## config.mk

```make
export PLATFORM = sky130hd
export DESIGN_NAME = binary_search_guesser_flat
export DESIGN_NICKNAME = d
export VERILOG_FILES = /design/src/rtl/binary_search_guesser_if.sv /design/src/rtl/binary_search_guesser.sv /design/src/flat_wrapper.sv
export SDC_FILE = /design/constraint.sdc
export NUM_CORES = 1
export LEC_CHECK = 0
export ABC_AREA = 1
export BUFFER_PORTS_ARGS = -buffer_cell sky130_fd_sc_hd__buf_4
export CORE_UTILIZATION = 38
export CTS_BUF_LIST = sky130_fd_sc_hd__clkbuf_4
export CTS_CLUSTER_SIZE = 24
export DETAILED_ROUTE_END_ITERATION = 6
export SLEW_MARGIN = 15
export SYNTH_ARGS = -nofsm -noshare
export SYNTH_HDL_FRONTEND = slang
export SYNTH_SLANG_ARGS = --single-unit
```

## constraint.sdc

```tcl
create_clock -name clk -period 3.2 [get_ports clk]
set_clock_uncertainty 0.1 [all_clocks]
set_input_delay 0.64 -clock clk [delete_from_list [all_inputs] [get_ports clk]]
set_output_delay 0.64 -clock clk [all_outputs]
set_load 0.02 [all_outputs]
```

## src/rtl/binary_search_guesser_if.sv

```systemverilog
// Connection bundle between the binary-search guesser and the side that holds
// the secret value: request, comparator flags, and the search outcome.
interface binary_search_guesser_if #(
  parameter int WIDTH = 4
);
  logic             start;
  logic             lt;
  logic             gt;
  logic             eq;
  logic [WIDTH-1:0] guess;
  logic             busy;
  logic             done;
  logic             fail;
  logic [WIDTH-1:0] result;
  logic [3:0]       steps;

  // Requester / comparator side.
  modport master (
    output start, lt, gt, eq,
    input  guess, busy, done, fail, result, steps
  );

  // Guesser side.
  modport slave (
    input  start, lt, gt, eq,
    output guess, busy, done, fail, result, steps
  );
endinterface

```

## src/rtl/binary_search_guesser.sv

```systemverilog
// Binary-search initiator: drives trial values to a magnitude comparator and
// narrows [lo, hi] from the lt/gt/eq answers until it hits or detects an error.
module binary_search_guesser #(
  parameter int WIDTH = 4
) (
  input  logic                   clk,
  input  logic                   rst,
  binary_search_guesser_if.slave bus
);

  typedef enum logic [2:0] {
    S_IDLE,
    S_DRIVE,
    S_SAMPLE,
    S_DONE,
    S_FAIL
  } state_t;

  localparam logic [WIDTH-1:0] ALL_ONES = '1;
  localparam logic [WIDTH-1:0] MID_INIT = ALL_ONES >> 1;
  localparam logic [WIDTH-1:0] ONE_W    = {{(WIDTH-1){1'b0}}, 1'b1};
  localparam logic [WIDTH:0]   ONE_X    = {{WIDTH{1'b0}}, 1'b1};

  state_t           state_q, state_d;
  logic [WIDTH-1:0] guess_q, guess_d;
  logic [WIDTH-1:0] lo_q, lo_d;
  logic [WIDTH-1:0] hi_q, hi_d;
  logic [WIDTH-1:0] result_q, result_d;
  logic [3:0]       steps_q, steps_d;
  logic [WIDTH:0]   sum_down, sum_up;

  // NOTE: sequential state uses non-blocking assignments so every flop samples
  // the pre-edge value of its neighbours, independent of statement order.
  always_ff @(posedge clk or posedge rst) begin
    if (rst) begin
      state_q  <= S_IDLE;
      guess_q  <= '0;
      lo_q     <= '0;
      hi_q     <= '0;
      result_q <= '0;
      steps_q  <= '0;
    end else begin
      state_q  <= state_d;
      guess_q  <= guess_d;
      lo_q     <= lo_d;
      hi_q     <= hi_d;
      result_q <= result_d;
      steps_q  <= steps_d;
    end
  end

  // NOTE: every combinational output gets a default first, so no path through
  // the case statement leaves a signal unassigned and infers a latch.
  always_comb begin
    state_d  = state_q;
    guess_d  = guess_q;
    lo_d     = lo_q;
    hi_d     = hi_q;
    result_d = result_q;
    steps_d  = steps_q;

    // Midpoints are formed one bit wider so lo+hi can never wrap.
    sum_down = {1'b0, lo_q} + {1'b0, guess_q} - ONE_X;
    sum_up   = {1'b0, guess_q} + ONE_X + {1'b0, hi_q};

    unique case (state_q)
      S_IDLE, S_DONE, S_FAIL: begin
        if (bus.start) begin
          lo_d    = '0;
          hi_d    = ALL_ONES;
          guess_d = MID_INIT;
          steps_d = '0;
          state_d = S_DRIVE;
        end
      end

      S_DRIVE: state_d = S_SAMPLE;

      S_SAMPLE: begin
        steps_d = (steps_q == 4'hF) ? steps_q : steps_q + 4'd1;
        unique case ({bus.lt, bus.gt, bus.eq})
          3'b001: begin
            result_d = guess_q;
            state_d  = S_DONE;
          end
          3'b100: begin
            // The secret is below guess; nothing is left if guess is already lo.
            if (guess_q == lo_q) begin
              state_d = S_FAIL;
            end else begin
              hi_d    = guess_q - ONE_W;
              guess_d = sum_down[WIDTH:1];
              state_d = S_DRIVE;
            end
          end
          3'b010: begin
            if (guess_q == hi_q) begin
              state_d = S_FAIL;
            end else begin
              lo_d    = guess_q + ONE_W;
              guess_d = sum_up[WIDTH:1];
              state_d = S_DRIVE;
            end
          end
          default: state_d = S_FAIL;
        endcase
      end

      default: state_d = S_IDLE;
    endcase
  end

  assign bus.guess  = guess_q;
  assign bus.result = result_q;
  assign bus.steps  = steps_q;
  assign bus.busy   = (state_q == S_DRIVE) || (state_q == S_SAMPLE);
  assign bus.done   = (state_q == S_DONE);
  assign bus.fail   = (state_q == S_FAIL);

endmodule

```

## src/flat_wrapper.sv

```systemverilog
// flat-port wrapper written by rule: the top's interface ports become plain ports
module binary_search_guesser_flat 
#(
  parameter int WIDTH = 4
)
  (clk, rst, bus_start, bus_lt, bus_gt, bus_eq, bus_guess, bus_busy, bus_done, bus_fail, bus_result, bus_steps);
  binary_search_guesser_if #(.WIDTH(WIDTH)) bus_i ();
  input  logic clk;
  input  logic rst;
  input wire logic [$bits(bus_i.start)-1:0] bus_start;
  input wire logic [$bits(bus_i.lt)-1:0] bus_lt;
  input wire logic [$bits(bus_i.gt)-1:0] bus_gt;
  input wire logic [$bits(bus_i.eq)-1:0] bus_eq;
  output wire logic [$bits(bus_i.guess)-1:0] bus_guess;
  output wire logic [$bits(bus_i.busy)-1:0] bus_busy;
  output wire logic [$bits(bus_i.done)-1:0] bus_done;
  output wire logic [$bits(bus_i.fail)-1:0] bus_fail;
  output wire logic [$bits(bus_i.result)-1:0] bus_result;
  output wire logic [$bits(bus_i.steps)-1:0] bus_steps;
  assign bus_i.start = bus_start;
  assign bus_i.lt = bus_lt;
  assign bus_i.gt = bus_gt;
  assign bus_i.eq = bus_eq;
  assign bus_guess = bus_i.guess;
  assign bus_busy = bus_i.busy;
  assign bus_done = bus_i.done;
  assign bus_fail = bus_i.fail;
  assign bus_result = bus_i.result;
  assign bus_steps = bus_i.steps;
  binary_search_guesser #(.WIDTH(WIDTH)) u_core (.clk(clk), .rst(rst), .bus(bus_i));
endmodule
```

Word level (Yosys, flattened, before mapping). Cells that the tools add are included.

Register bits: 23. Bits of input ports: 6. Output and inout port bits: 15.

Add/subtract/negate cells: 7. Eq/ne operators: 19. Muxes and demuxes: 20. Reductions and logical operators: 9.

Operators with widths (number): $mux W4 (10); $pmux W4 S2 (5); $pmux W3 S3 (2); $ne A2 B2 Y1 const B (6); $eq A3 B2 Y1 const B (3); $mux W3 (3); $ne A3 B3 Y1 const B (3); $add A4 B1 Y4 const B (2); $eq A4 B4 Y1 (2); $reduce_and A4 Y1 (2); $eq A3 B1 Y1 const B (2); $eq A3 B3 Y1 const B (2); $add A4 B1 Y5 const B (1); $add A4 B4 Y5 (1); $add A5 B4 Y5 (1); $reduce_and A5 Y1 (1); $sub A5 B1 Y5 const B (1); $eq A4 B4 Y1 const B (1); $sub A4 B1 Y4 const B (1); $logic_not A3 Y1 (1); $reduce_and A3 Y1 (1); $reduce_or A3 Y1 (1); $reduce_and A2 Y1 (1); $reduce_bool A2 Y1 (1); $logic_or A1 B1 Y1 (1).

Longest topological paths before layout. Gate-level depths: netlist of run 1.

Depth in word-level cells: 5. Gate-level depth with buffers: 12. Gate-level depth less buffers: 12.

Least setup slack after synthesis of run 1. No wires, ideal clock.

Kind: reg2reg. Start: register u_core.guess_q[1], in the netlist u_core.bus.guess[1]. End: register u_core.guess_q[2], in the netlist u_core.bus.guess[2]. Arrival time: 2.005 ns. Required time: 2.982 ns. Setup slack: 0.978 ns. Stages on the path, launching flop included: 12. Buffers on the path: 0. Clock period less this slack: 2.222 ns. Cells stage by stage: dfrtp_1 > inv_1 > ha_1 > inv_1 > ha_1 > inv_1 > fa_1 > xnor2_1 > a21oi_1 > nand2_1 > nand2_1 > nand2_1.

Cells in the longest elaborated chain, start to end: 5. Elaborated cells between the ends (all ways): 13. Classes of those cells: 4 x add/sub; 4 x eq/ne; 4 x mux; 1 x reduce/logical.

RTL lines: start: declaration (RTL line binary_search_guesser.sv:25) `logic [WIDTH-1:0] guess_q, guess_d;`; start signal: assignment (RTL line binary_search_guesser.sv:44) `guess_q <= guess_d;`; $add A4 B1 Y5 / $add A4 B4 Y5 (equally long branches) (RTL line binary_search_guesser.sv:64, binary_search_guesser.sv:63); $add A5 B4 Y5 / $sub A5 B1 Y5 (equally long branches) (RTL line binary_search_guesser.sv:64, binary_search_guesser.sv:63); $mux W4, on equally long branches (RTL line binary_search_guesser.sv:97, binary_search_guesser.sv:88); $pmux W4 S2 (RTL line binary_search_guesser.sv:81) `unique case ({bus.lt, bus.gt, bus.eq})`; $pmux W4 S2 (RTL line binary_search_guesser.sv:66) `unique case (state_q)`.

Several ways; a longest one is shown, not always the timed one. The select of a mux whose other input is x is not followed. A chain may end at the register's enable or synchronous reset.

Worst setup path in the final report of run 1. Ends and elaborated chain as after synthesis.

==> reports/qor.yml, run 1 <==
flow_run:
  maxCapViolCount: 0
synth:
  yosysMostFrequentCell: "nand2_1"
  synth_edf_count: 0
  syn-instance-count: 214
  ys_types: 26
  synth_common_cells: "nand2_1 (50), inv_1 (29), nand3_1 (26)"
  yosys-top-cells-area: "dfrtp_1 (35%), nand2_1 (11%), ha_1 (11%)"
  synth_top_cell_by_area: "dfrtp_1"
  seq_area_frac_synth: 0.351
  synth_top_cell_area_share: 0.351
  postSynthNetCount: 236
  synth_ff_type: "dfrtp_1"
  syn_area_per_cell_um2: 7.65
  synthArstFlopShare: 1.00
  ys_ff_latch: 23
  synth_area_um2: 1640
  yosysWarnings: 0
worst_hold_path:
  worstHoldPathType: "in -> async"
sta:
  tns_ns: 0
  finalSetupViolCount: 0
  hold_viol_final: 0
  drv_slew: 0
  max_freq_mhz: 443
  relSlewSlack: 0.382
  fin_crit_sh: 0.706
  rsz0062_at_grt: "no"
  min_period_ns: 2.26
  worst_pin_slew_ns: 0.927
place:
  dpl_cell_area_um2: 1830
  post-dp-hpwl_um: 2700
  numPortBuffers: 20
  gpl.final_weighted_congestion: 0.847
cells_and_area:
  finalInstanceArea_um2: 1860
  drive_gt1_frac: 0.195
  fillCellCount: 433
  nets: 259
  diodes: 0
  area_growth_syn_to_layout_pct: 13.5
clock_network:
  ctsResizeCount: 0
  cts_setup_buffers: 0
  clock_sinks: 23
  cts.clk_slew.worst_paths_ns: 0.14
  cts_max_level: 1
  cts_hold_buf: 0
  cts_max_path_buffers: 2
  cts_made_buffers: 3
  insertion_delay_ns: 0.32
  cts_tree: "done"
  root_buffer: "clkbuf_4"
global_route:
  grt_pass1_vias: 1205
  grt_remaining_overflow: 0
  grt_pass1_wl_um: 6010
  antenna_found_initial: 0
  grt_max_degree: 24
  grt_util_all_layers: 0.179
setup_path:
  critPathMaxFanout: 6
  start_kind: "register"
  cp.arrival_ns: 2.39
  reg2reg_from: "u_core.bus.guess[1]"
  crit_required_ns: 3.33
  reg2reg_depth: 11
  crit_type: "reg -> reg"
  cp-end-kind: "register"
  r2r-end: "u_core.bus.guess[2]"
  reg2reg_slack_ns: 0.94
pwr:
  power.leakage_nw: 1.00
  power-per-cell-area_nw_per_um2: 1040
  peakVddDrop_v: 0.000387
die:
  die_y_um: 67.7
  start_util: 0.404
  ios: 21
  design.die.area_um2: 4580
  rows: 23
  core_um2: 4060
  dieWidth_um: 67.7
routing:
  dr.pass1.iters: 4
  drc: 0
  drt-total-wl_um: 3530
  vias: 1395
  via_per_inst: 4.88
  drtAntennaViolNets: 0
  drtIter0Drc: 78
  drt-wirelength-per-cell_um: 12.3
outcome:
  outcome: "complete, no violations"
metrics by stage:
step / power [W] / hold WS (ns) / utilization / worst slack [ns] / cells
6_report: 0.00193 / 0.405 / 0.458 / 0.941 / 286
5_1_grt: 0.00217 / 0.439 / 0.458 / 0.715 / 286
4_1_cts: 0.00194 / 0.413 / 0.458 / 0.921 / 286
3_5_place_dp: 0.00179 / 0.379 / 0.451 / 0.953 / 282
3_3_place_gp: 0.00179 / 0.375 / 0.451 / 1.02 / 282
2_1_floorplan: 0.00146 / 0.370 / - / 0.978 / 214
cells in the final DEF (no fill, tap or decap), drive strengths merged, types with 6 or more instances in the layout:
cell	synthesis	routed
nand2	57	57
xor2	6	6
ha	14	14
a21oi	7	7
inv	36	36
dfrtp	23	23
o21ai	14	14
buf	2	20
nor2	16	16
nand3	28	28
metal layers:
layer,share of wire,global-route usage
met4,0.011,0.0479
met3,0.026,0.0253
met2,0.43,0.260
met5,0,0
met1,0.53,0.273
how the worst max path moves through the flow:
stage                        startpoint                  end  slack [ns]  cells after the start
floorplan           u_core.bus.guess[1]  u_core.bus.guess[2]        0.98                     11
global placement    u_core.bus.guess[1]  u_core.bus.guess[2]        1.02                     11
detailed placement  u_core.bus.guess[1]  u_core.bus.guess[2]        0.95                     11
CTS                   u_core.state_q[2]             bus_busy        0.92                      4
global route        u_core.bus.guess[1]  u_core.bus.guess[2]        0.71                     11
finish              u_core.bus.guess[1]  u_core.bus.guess[2]        0.94                     11
registers in the layout (all words and copies together) (netlist names):
signal,cells
u_core.bus.steps,4
u_core.bus.guess,4
u_core.lo_q,4
u_core.state_q,3
u_core.bus.result,4
u_core.hi_q,4
cell families after synthesis:
logic type | share of synthesized area
buffers and inverters | 0.0940
flip-flops | 0.351
AND/OR/NAND/NOR | 0.309
AO/OA/AOI/OAI | 0.0764
adder cells (fa/ha/maj) | 0.131
XOR/XNOR | 0.0374
power breakdown:
part           switching (W)  internal (W)  total [W]
Sequential          0.000101      0.000400   0.000501
Clock              0.0000958     0.0000468   0.000143
Combinational       0.000782      0.000508    0.00129
worst max-delay path: stages (launching register included):
cell and delay, ns:
dfrtp_1 0.46, inv_1 0.22, ha_1 0.27, inv_1 0.08, ha_1 0.19, inv_1 0.06, fa_1 0.37, xnor2_1 0.14
a21oi_1 0.12, nand2_1 0.07, nand2_1 0.06, nand2_1 0.04
final cells by class:
type | instances | area (um^2) | area share
multi-input combinational | 153 | 908 | 0.489
tap | 50 | 62.6 | 0.0336
inverter | 36 | 135 | 0.0727
clock buffer | 3 | 22.5 | 0.0121
clock inverter | 1 | 5.00 | 0.00269
timing repair buffer | 20 | 150 | 0.0808
sequential | 23 | 576 | 0.310
Note: power is estimated with default switching activity, not from simulation.
==> inputs of run 2 (changes only) <==
Clock period 3.2 ns to 2.1 ns, I/O delays scaled along.
==> reports/qor.yml, run 2 (synthesis gave the netlist of run 1 again) <==
outcome:
  outcome: "complete, no violations"  # unchanged
die:
  dieWidth_um: 67.7  # unchanged
  core_um2: 4060  # unchanged
  start_util: 0.404  # unchanged
  die_y_um: 67.7  # unchanged
  ios: 21  # unchanged
  rows: 23  # unchanged
  design.die.area_um2: 4580  # unchanged
sta:
  finalSetupViolCount: 0  # unchanged
  min_period_ns: 1.97  # was 2.26 ns
  drv_slew: 0  # unchanged
  fin_crit_sh: 0.937  # was 0.706
  max_freq_mhz: 508  # was 443 MHz
  hold_viol_final: 0  # unchanged
  worst_pin_slew_ns: 0.327  # was 0.927 ns
  relSlewSlack: 0.781  # was 0.382
place:
  place_inst: 291  # was 282
  numPortBuffers: 20  # unchanged
  post-dp-hpwl_um: 2790  # was 2700 um
  gpl.final_weighted_congestion: 0.787  # was 0.847
  dpl_cell_area_um2: 1900  # was 1830 um^2
routing:
  drt-total-wl_um: 3580  # was 3530 um
  via_per_inst: 4.78  # was 4.88
  drtAntennaViolNets: 0  # unchanged
  vias: 1419  # was 1395
  drc: 0  # unchanged
  drtIter0Drc: 32  # was 78
  dr.pass1.iters: 4  # unchanged
  drt-wirelength-per-cell_um: 12.1  # was 12.3 um
cells_and_area:
  fillCellCount: 437  # was 433
  nets: 270  # was 259
  layout_common_cells: "nand2_1 (50), buf_4 (31), inv_1 (28), nand3_1 (26), dfrtp_1 (22)"  # was nand2_1 (50), inv_1 (29), nand3_1 (26), dfrtp_1 (23), buf_4 (20)
  diodes: 0  # unchanged
  fin_util: 0.480  # was 0.458
  drive_gt1_frac: 0.247  # was 0.195
  finalInstanceArea_um2: 1950  # was 1860 um^2
  area_growth_syn_to_layout_pct: 18.9  # was 13.5%
  layout.cells.non_filler: 297  # was 286
  layout_commonest_cell: "nand2_1"  # unchanged
global_route:
  grt_pass1_wl_um: 6240  # was 6010 um
  grt_util_all_layers: 0.185  # was 0.179
  grt_max_degree: 24  # unchanged
  grt_remaining_overflow: 0  # unchanged
  grt_pass1_vias: 1313  # was 1205
  antenna_found_initial: 0  # unchanged
setup_path:
  cp.arrival_ns: 2.11  # was 2.39 ns
  crit_required_ns: 2.24  # was 3.33 ns
  cp-end-kind: "register"  # unchanged
  reg2reg_depth: 11  # unchanged
  critPathMaxFanout: 2  # was 6
  start_kind: "register"  # unchanged
  crit_type: "reg -> reg"  # unchanged
clock_network:
  cts_hold_buf: 0  # unchanged
  root_buffer: "clkbuf_4"  # unchanged
  cts_made_buffers: 3  # unchanged
  insertion_delay_ns: 0.32  # about the same
  cts_max_path_buffers: 2  # unchanged
  cts_tree: "done"  # unchanged
  clock_sinks: 23  # unchanged
  cts_max_level: 1  # unchanged
  cts.clk_slew.worst_paths_ns: 0.14  # about the same
worst_hold_path:
  worstHoldPathType: "in -> async"  # unchanged
pwr:
  power.total_w: 0.00311  # was 0.00193 W
  power.leakage_nw: 1.05  # was 1.00 nW
  peakVddDrop_v: 0.000573  # was 0.000387 V
  power-per-cell-area_nw_per_um2: 1590  # was 1040 nW/um^2
flow_run:
  maxCapViolCount: 0  # unchanged
[run 2: path summary, 6_finish.rpt]
path	start	endpoint	slack (ns)
max in group asynchronous	rst	u_core.bus.guess[1]	1.64
min reg2reg	u_core.bus.result[3]	u_core.bus.result[3]	0.41
max reg2reg	u_core.bus.guess[1]	u_core.bus.guess[2]	0.13
min	rst	u_core.state_q[2]	0.02
min in group clk	bus_start	u_core.state_q[0]	0.28
max	u_core.bus.guess[1]	u_core.bus.guess[2]	0.13
[run 2: cell type report]
| type | count | area (um^2) | share of cell area |
|---|---|---|---|
| clock buffer | 3 | 22.5 | 0.0116 |
| clock inverter | 1 | 5.00 | 0.00257 |
| inverter | 36 | 135 | 0.0694 |
| multi-input combinational | 153 | 913 | 0.469 |
| sequential | 23 | 577 | 0.296 |
| tap | 50 | 62.6 | 0.0321 |
| timing repair buffer | 31 | 233 | 0.119 |
[run 2: critical path: stages, from the launching register on]
cell and delay (ns):
dfrtp_2 0.44, inv_2 0.06, ha_1 0.22, inv_1 0.08
ha_2 0.18, inv_1 0.05, fa_2 0.33, xnor2_1 0.13
a21oi_1 0.14, nand2_1 0.06, nand2_1 0.06, nand2_1 0.04
[run 2: power breakdown]
part	switching, W	internal (W)	leakage [nW]
combinational	0.00127	0.000901	0.744
clock	0.000153	0.0000715	0.0177
sequential	0.0000995	0.000612	0.290
[run 2: what timing repair did]
action                                  4_1_cts  5_1_grt
gates resized for setup                       0        2
endpoints found under the setup margin        0        1
buffers inserted                              0        2
[run 2: metrics by stage]
stage           TNS, ns  setup slack, ns  hold WS (ns)
2_1_floorplan         0           0.0197         0.322
3_3_place_gp          0            0.132         0.375
3_5_place_dp          0            0.114         0.382
4_1_cts               0           0.0872        0.0243
5_1_grt        -0.00189         -0.00189        0.0566
6_report              0            0.133        0.0187
[run 2: routing by layer]
layer / vias up / track usage / routed length [um]
met5: - / 0 / 0
met4: 0 / 0.0559 / 40
met3: 4 / 0.0203 / 78
met2: 13 / 0.283 / 1630
met1: 652 / 0.270 / 1830
li1: 750 / - / -
==> inputs of run 3 (changes only) <==
Settings changed: CORE_ASPECT_RATIO from default to 0.5.
==> reports/qor.yml, run 3 (synthesis gave the netlist of run 1 again) <==
outcome:
  outcome: "complete, no violations"  # unchanged
place:
  gpl.final_weighted_congestion: 0.880  # was 0.787
  dpl_cell_area_um2: 1900  # about the same
  numPortBuffers: 20  # unchanged
  post-dp-hpwl_um: 2930  # was 2790 um
cells_and_area:
  area_growth_syn_to_layout_pct: 17.9  # was 18.9%
  finalInstanceArea_um2: 1930  # was 1950 um^2
  fillCellCount: 413  # was 437
  drive_gt1_frac: 0.238  # was 0.247
  layout_common_cells: "nand2_1 (50), inv_1 (28), buf_4 (28), nand3_1 (26), dfrtp_1 (22)"  # was nand2_1 (50), buf_4 (31), inv_1 (28), nand3_1 (26), dfrtp_1 (22)
  diodes: 0  # unchanged
  nets: 267  # was 270
  layout_commonest_cell: "nand2_1"  # unchanged
clock_network:
  cts_made_buffers: 3  # unchanged
  insertion_delay_ns: 0.33  # was 0.32 ns
  cts_tree: "done"  # unchanged
  cts_max_path_buffers: 2  # unchanged
  root_buffer: "clkbuf_4"  # unchanged
  cts.clk_slew.worst_paths_ns: 0.14  # about the same
  clock_sinks: 23  # unchanged
  cts_max_level: 1  # unchanged
  cts_setup_buffers: 0  # unchanged
sta:
  tns_ns: 0  # unchanged
  hold_viol_final: 0  # unchanged
  max_freq_mhz: 509  # was 508 MHz
  min_period_ns: 1.97  # about the same
  drv_slew: 0  # unchanged
  finalSetupViolCount: 0  # unchanged
  worst_pin_slew_ns: 0.316  # was 0.327 ns
  fin_crit_sh: 0.936  # was 0.937
  rsz0062_at_grt: "no"
  relSlewSlack: 0.788  # was 0.781
routing:
  via_per_inst: 4.81  # was 4.78
  vias: 1432  # was 1419
  drt-total-wl_um: 3690  # was 3580 um
  drc: 0  # unchanged
  drtAntennaViolNets: 0  # unchanged
  dr.pass1.iters: 4  # unchanged
  drtIter0Drc: 80  # was 32
  drt-wirelength-per-cell_um: 12.4  # was 12.1 um
worst_hold_path:
  worstHoldPathType: "in -> async"  # unchanged
setup_path:
  cp.arrival_ns: 2.11  # about the same
  crit_type: "reg -> reg"  # unchanged
  cp_slowest_cell: "dfrtp_2"  # unchanged
  cp-end-kind: "register"  # unchanged
  cp_cell_sequence: "inv_2 > ha_1 > inv_1 > ha_2 > inv_1 > fa_2 > xnor2_1 > a21oi_1 > nand2_1 > nand2_1 > nand2_1"  # unchanged
  max_stage_delay_ns: 0.43  # was 0.44 ns
  startpoint: "u_core.bus.guess[1]"  # unchanged
  crit_required_ns: 2.24  # about the same
  reg2reg_from: "u_core.bus.guess[1]"  # unchanged
  start_kind: "register"  # unchanged
  critPathMaxFanout: 3  # was 2
  cpMostUsedCell: "nand2_1"  # unchanged
pwr:
  power.leakage_nw: 1.04  # was 1.05 nW
  power.total_w: 0.00308  # was 0.00311 W
  power-per-cell-area_nw_per_um2: 1590  # about the same
  peakVddDrop_v: 0.000477  # was 0.000573 V
global_route:
  grt_remaining_overflow: 0  # unchanged
  grt_pass1_wl_um: 6560  # was 6240 um
  grt_pass1_vias: 1446  # was 1313
  grt_util_all_layers: 0.188  # was 0.185
  grt_max_degree: 24  # unchanged
  antenna_found_initial: 0  # unchanged
die:
  rows: 16  # was 23
  design.die.area_um2: 4590  # was 4580 um^2
  start_util: 0.407  # was 0.404
  ios: 21  # unchanged
  die_y_um: 48.4  # was 67.7 um
  dieWidth_um: 94.8  # was 67.7 um
  core_um2: 4020  # was 4060 um^2
flow_run:
  maxCapViolCount: 0  # unchanged
==> run 3: cell types whose count changed in the layout (fill, tap and decap cells not counted), sizes merged <==
cell | before | now
buf | 31 | 28
==> run 3: final timing paths <==
check                                       endpoint  slack (ns)  depth (start not counted)
worst max-delay path             u_core.bus.guess[2]        0.13                         11
worst min-delay path             u_core.bus.guess[0]        0.02                          3
worst max register to register   u_core.bus.guess[2]        0.13                         11
worst min register to register  u_core.bus.result[2]        0.41                          2
max in group asynchronous        u_core.bus.guess[1]        1.64                          3
min in group clk                   u_core.state_q[0]        0.29                          4
==> run 3: area by class of cell <==
| type | count | area, um^2 | area share |
|---|---|---|---|
| clock buffers | 3 | 22.5 | 0.0117 |
| clock inverters | 1 | 5.00 | 0.00259 |
| inverters | 36 | 135 | 0.0700 |
| multi-input cells | 153 | 913 | 0.473 |
| flip-flops and latches | 23 | 577 | 0.299 |
| well taps | 54 | 67.6 | 0.0350 |
| repair buffers | 28 | 210 | 0.109 |
==> run 3: where the power goes <==
part,switching (W),internal [W]
combinational,0.00129,0.000867
sequential,0.0000989,0.000612
clock,0.000144,0.0000715
total,0.00153,0.00155
==> run 3: repair_timing <==
item,CTS,global route
endpoints found under the setup margin,0,1
endpoints found under the hold margin,0,0
gates resized for setup,0,2
hold buffers,0,0
==> run 3: layer usage <==
| layer | track usage | vias to the layer above | routed length (um) |
|---|---|---|---|
| met2 | 0.301 | 27 | 1570 |
| met4 | 0.0505 | 0 | 38 |
| met5 | 0 | - | 0 |
| li1 | - | 743 | - |
| met3 | 0.0440 | 5 | 120 |
| met1 | 0.254 | 657 | 1970 |
==> run 3: critical path: cells and delay by family (launching register included) <==
| kind | cells | cell delay [ns] |
|---|---|---|
| AND/OR/NAND/NOR | 3 | 0.16 |
| adder cells (fa/ha/maj) | 3 | 0.73 |
| AO/OA/AOI/OAI | 1 | 0.14 |
| buffers and inverters | 3 | 0.18 |
| XOR/XNOR | 1 | 0.13 |
| flip-flops | 1 | 0.43 |
==> run 3: stage by stage <==
stage | hold slack (ns) | instances | utilization | worst slack, ns
detailed placement | 0.380 | 294 | 0.472 | 0.114
global route | 0.0311 | 298 | 0.480 | 0.00683
floorplan | 0.322 | 214 | - | 0.0197
CTS | 0.0263 | 298 | 0.479 | 0.0934
finish | 0.0166 | 298 | 0.480 | 0.134
global placement | 0.377 | 294 | 0.472 | 0.147
